===== src/rtl/mealy_pkg.sv =====
// Shared definitions for the round-robin shared Mealy run-of-ones detector.
package mealy_pkg;

  // Run-counter values of the classic "11" detector: no trailing 1 / one trailing 1.
  localparam int unsigned S0 = 0;
  localparam int unsigned S1 = 1;

  // Width of each optional per-channel hit counter.
  localparam int unsigned HIT_W = 16;

  // Saturating increment: stops at max instead of wrapping.
  function automatic int unsigned sat_inc(input int unsigned cnt, input int unsigned max);
    return (cnt >= max) ? max : cnt + 1;
  endfunction

endpackage


===== src/rtl/rr_arbiter.sv =====
// Combinational round-robin arbiter: first set bit of req at or after ptr, wrapping.
module rr_arbiter #(
  parameter  int unsigned N  = 4,
  localparam int unsigned IW = $clog2(N)
) (
  input  logic [N-1:0]  req,
  input  logic [IW-1:0] ptr,
  output logic [N-1:0]  gnt,
  output logic [IW-1:0] idx,
  output logic          any
);

  int unsigned   cand;
  logic [IW-1:0] cand_idx;

  // Scan N positions starting at ptr; the first requester found wins.
  always_comb begin
    gnt      = '0;
    idx      = '0;
    any      = 1'b0;
    cand     = 0;
    cand_idx = '0;
    for (int unsigned off = 0; off < N; off++) begin
      cand     = (32'(ptr) + off) % N;
      cand_idx = IW'(cand);
      if (!any && req[cand_idx]) begin
        any           = 1'b1;
        idx           = cand_idx;
        gnt[cand_idx] = 1'b1;
      end
    end
  end

endmodule


===== src/rtl/mealy_rr_sched.sv =====
// One Mealy run-of-ones detector time-shared among NUM_CH serial channels by a
// round-robin arbiter. Optional per-channel hit statistics: MEALY_SCHED_STATS_EN.
module mealy_rr_sched
  import mealy_pkg::*;
#(
  parameter  int unsigned NUM_CH  = 4,
  parameter  int unsigned RUN_LEN = 2,
  localparam int unsigned CH_W    = $clog2(NUM_CH),
  localparam int unsigned CNT_W   = $clog2(RUN_LEN)
) (
  input  logic              clock,
  input  logic              reset,
  input  logic [NUM_CH-1:0] req,
  input  logic [NUM_CH-1:0] w,
  input  logic [NUM_CH-1:0] ch_clr,
  output logic [NUM_CH-1:0] gnt,
  output logic              z_valid,
  output logic [CH_W-1:0]   z_ch,
  output logic              z
`ifdef MEALY_SCHED_STATS_EN
  ,
  output logic [NUM_CH*HIT_W-1:0] hit_cnt
`endif
);

  logic [CNT_W-1:0]  cnt_q [NUM_CH];
  logic [CH_W-1:0]   ptr_q;

  logic [NUM_CH-1:0] eligible;
  logic [NUM_CH-1:0] arb_gnt;
  logic [CH_W-1:0]   win;
  logic              any;
  logic              win_w;
  logic              win_z;
  logic [CNT_W-1:0]  win_cnt_d;
  logic [CH_W-1:0]   ptr_d;

  // A clear in the same cycle always beats the request.
  assign eligible = req & ~ch_clr;

  rr_arbiter #(
    .N (NUM_CH)
  ) u_arb (
    .req (eligible),
    .ptr (ptr_q),
    .gnt (arb_gnt),
    .idx (win),
    .any (any)
  );

  // Evaluate the shared detector for the winning channel's stored state.
  always_comb begin
    win_w     = w[win];
    win_z     = win_w && (cnt_q[win] == CNT_W'(RUN_LEN - 1));
    win_cnt_d = win_w ? CNT_W'(sat_inc(32'(cnt_q[win]), RUN_LEN - 1)) : CNT_W'(S0);
    ptr_d     = (win == CH_W'(NUM_CH - 1)) ? '0 : win + 1'b1;
  end

  // Per-channel detector state, rr pointer and registered result outputs.
  always_ff @(posedge clock or posedge reset) begin
    if (reset) begin
      for (int i = 0; i < NUM_CH; i++) cnt_q[i] <= CNT_W'(S0);
      ptr_q   <= '0;
      gnt     <= '0;
      z_valid <= 1'b0;
      z_ch    <= '0;
      z       <= 1'b0;
    end else begin
      for (int i = 0; i < NUM_CH; i++) begin
        if (ch_clr[i]) cnt_q[i] <= CNT_W'(S0);
      end
      if (any) begin
        cnt_q[win] <= win_cnt_d;
        ptr_q      <= ptr_d;
        gnt        <= arb_gnt;
        z_valid    <= 1'b1;
        z_ch       <= win;
        z          <= win_z;
      end else begin
        gnt     <= '0;
        z_valid <= 1'b0;
        z       <= 1'b0;
      end
    end
  end

`ifdef MEALY_SCHED_STATS_EN
  logic [HIT_W-1:0] hit_q [NUM_CH];

  // Count detections per channel; only reset clears these, not ch_clr.
  always_ff @(posedge clock or posedge reset) begin
    if (reset) begin
      for (int i = 0; i < NUM_CH; i++) hit_q[i] <= '0;
    end else if (any && win_z) begin
      hit_q[win] <= HIT_W'(sat_inc(32'(hit_q[win]), 32'hFFFF));
    end
  end

  // Flatten the counters onto the output bus.
  always_comb begin
    hit_cnt = '0;
    for (int i = 0; i < NUM_CH; i++) hit_cnt[HIT_W*i +: HIT_W] = hit_q[i];
  end
`endif

endmodule


===== config.mk =====
export PLATFORM = sky130hd
export DESIGN_NAME = mealy_rr_sched
export DESIGN_NICKNAME = d
export VERILOG_FILES = /design/src/rtl/mealy_pkg.sv /design/src/rtl/rr_arbiter.sv /design/src/rtl/mealy_rr_sched.sv
export SDC_FILE = /design/constraint.sdc
export NUM_CORES = 1
export LEC_CHECK = 0
export CORE_MARGIN = 3
export CORE_UTILIZATION = 55
export CTS_CLUSTER_SIZE = 25
export DETAILED_ROUTE_END_ITERATION = 6
export DONT_BUFFER_PORTS = 1
export PLACE_DENSITY = 0.76
export SYNTH_ARGS = -nofsm -noshare
export SYNTH_HDL_FRONTEND = slang
export SYNTH_HIERARCHICAL = 1
export SYNTH_SLANG_ARGS = --single-unit

===== constraint.sdc =====
create_clock -name clock -period 4.8 [get_ports clock]
set_clock_uncertainty 0.2 [all_clocks]
set_input_delay 0.72 -clock clock [delete_from_list [all_inputs] [get_ports clock]]
set_output_delay 0.72 -clock clock [all_outputs]
set_load 0.1 [all_outputs]

==> key figures <==
Run status
  – Status: finished clean

Clocking
  – CTS tree: yes
  – Clock Sinks: 14
  – Post-CTS sizing: 0
  – Post-CTS Setup Inserts: 0
  – Clk slew on worst S/H paths: 80 ps
  – Root buffer cell: clkbuf_4
  – Hold-fix buffers, CTS: 0
  – Clock latency on the worst-skew pair: 270 ps
  – Max clock buf depth: 2
  – H-tree levels: 1
  – CTS Buf Count: 3

Worst setup path
  – Crit Path Class: flop to flop
  – Critical Path End Type: flop
  – Crit path to: ptr_q[1]
  – Worst EP arrival: 3490 ps
  – Critical path's largest stage delay: 730 ps
  – Worst r2r src: ptr_q[0]
  – Crit path max fanout: 13
  – Worst setup SP type: flop
  – CP required: 4760 ps
  – Crit path launch: ptr_q[0]
  – Critical Path Stages: 8
  – Crit path cell chain: inv_1 -> ha_1 -> mux4_2 -> a21oi_1 -> o31ai_1 -> inv_1 -> ha_1 -> mux2_2
  – RR Endpoint: ptr_q[1]
  – Reg2reg path depth: 8
  – Buffers & Inverters on Critical Path: 2
  – Slowest CP cell: o31ai_1
  – Crit-path leading delay family: compound AO/OA/AOI/OAI gates
  – Worst reg-to-reg setup slack: 1280 ps

GRT
  – Pin count of the biggest net entering global routing: 15
  – Global-route wire length before repair: 3.57 mm
  – Total GRT Usage: 18.5%
  – Initial antenna violation count: 0
  – Vias in the first global route: 777
  – GRT overflow: 0

STA
  – RSZ-0062 raised after global routing: no
  – Hold Vio Cnt, Final: 0
  – Period utilisation layout: 73.4%
  – Period minus WS final: 3520 ps
  – Max-slew headroom: 39.9%
  – Actual slew at the worst max-slew pin: 902 ps
  – Slew Viols, Final: 0
  – Fmax: 284 MHz
  – Final setup TNS: 0 ps
  – Final setup fails: 0

Place
  – Gpl congestion: 0.860
  – Placed insts: 123
  – Post-place instance area: 1090 sq um
  – I/O Buffers: 0
  – DP Wirelength: 1.62 mm

Logic synthesis
  – Mapped Area: 1100 sq um
  – Post-synthesis sequential area ratio: 31.8%
  – Post-Syn Instances: 103
  – Warnings, synthesis: 6
  – Count of cell types in the netlist: 31
  – Number of synthesized flops with an enable pin: 0
  – #FFs+latches synth: 14
  – Average size of a mapped cell: 10.7 sq um
  – Post-synth top area share: 31.8%
  – Synth Flop Type: dfrtp_1
  – Post-synth ARST share: 100%
  – Synth area leader: dfrtp_1
  – Top cells by area, synth: dfrtp_1 32%, ha_1 10%, mux2_2 6.1%
  – Post-synth net total: 126

Floorplan
  – I/O pin cnt: 22
  – Core footprint: 1800 sq um
  – Initial core utilization: 61.1%
  – Die height: 50.7 microns
  – Die area: 2570 sq um
  – Die W: 50.7 microns
  – Row count: 15

Finish
  – Layout filler cell count: 155
  – Nets: 126
  – Ant diodes: 0
  – Area grow syn2layout: 2.27%
  – Final Core Density: 62.5%
  – Fin cells: 127
  – Design area: 1130 sq um
  – Share of cells above drive strength 1: 18.6%

Drt
  – Drt first-iter violations: 19
  – Drt via density: 6.20
  – Avg WL per Cell: 16.6 microns
  – Drt first pass iters: 4
  – DRT antenna net count: 0
  – Post-Route WL: 2.10 mm
  – Residual DRC count: 0
  – Via count: 788

Run
  – Total of max-cap violations: 0

Min path
  – Hold Path Class: input pin to async pin
cells in the final DEF, fill, tap and decap left out:
| master | count |
|---|---|
| a21oi_1 | 1 |
| a22oi_1 | 8 |
| a32o_1 | 1 |
| and2_1 | 4 |
| and2b_2 | 1 |
| clkbuf_4 | 3 |
| clkbuf_8 | 1 |
| dfrtp_1 | 14 |
| ha_1 | 9 |
| inv_1 | 7 |
| mux2_2 | 6 |
| mux2_4 | 1 |
| mux2i_1 | 3 |
| mux4_1 | 2 |
| mux4_2 | 2 |
| nand2_1 | 7 |
| nand2b_1 | 1 |
| nand3_1 | 2 |
| nand3b_1 | 4 |
| nor2_1 | 3 |
| nor2b_1 | 4 |
| nor3_1 | 1 |
| nor4_1 | 1 |
| nor4b_4 | 1 |
| o211a_1 | 1 |
| o211ai_1 | 2 |
| o21ai_0 | 6 |
| o21ai_2 | 4 |
| o311ai_0 | 1 |
| o31ai_1 | 1 |
cell type report:
| type | count | area (sq um) | share of cell area (%) |
|---|---|---|---|
| multi-input combinational | 77 | 682 | 60.6 |
| inverter | 7 | 26.3 | 2.33 |
| clock buffer | 4 | 36.3 | 3.22 |
| tap | 25 | 31.3 | 2.78 |
| sequential | 14 | 350 | 31.1 |
flip-flops by register name, indices dropped and copies added (netlist names):
signal / flops
cnt_q: 4
gnt: 4
ptr_q: 2
z_ch: 2
z: 1
z_valid: 1
stage by stage:
step	hold WS [ps]	worst slack (ps)
3_3_place_gp	304	1330
5_1_grt	189	1040
6_report	164	1280
4_1_cts	177	1310
3_5_place_dp	309	1240
2_1_floorplan	288	1580
layer usage:
metal	GRT usage [%]	part of all wire [%]	up-vias
met4	3.59	0	0
met5	0	0	-
met1	22.3	43	376
met2	31.7	51	31
met3	6.53	6.2	0
li1	-	-	381
synth_stat cells, types with 2 or more instances:
cell / number
nand3_1: 2
nand2_1: 7
mux2_2: 6
nand3b_1: 4
o211ai_1: 2
inv_1: 7
mux4_1: 2
o21ai_0: 6
buf_6: 3
dfrtp_1: 14
o21ai_2: 4
ha_1: 9
a22oi_1: 8
mux4_2: 2
nor2_1: 3
mux2i_1: 3
nor2b_1: 4
and2_1: 4
worst min-delay path by stage:
stage,start,endpoint,slack (ps),depth (start not counted)
after floorplan,cnt_q[2],cnt_q[2],290,2
after global placement,cnt_q[3],cnt_q[3],300,2
after detailed placement,cnt_q[3],cnt_q[3],310,2
after CTS,reset,z_ch[0],180,1
after global routing,reset,z_valid,190,1
final,reset,z_valid,160,1
kinds of logic (layout without fill, tap and decap cells):
kind of cell / count (synthesis) / in the layout / synth area share, %
buffers and inverters: 12 / 11 / 6.25
DFF: 14 / 14 / 31.8
muxes: 14 / 14 / 19.1
and+or+nand+nor: 29 / 29 / 16.1
AOI/OAI and AO/OA: 25 / 25 / 16.5
adders and majority gates: 9 / 9 / 10.2
Power is not shown: default switching activity piles up to over one toggle a cycle in this logic, so the estimate is an artifact.
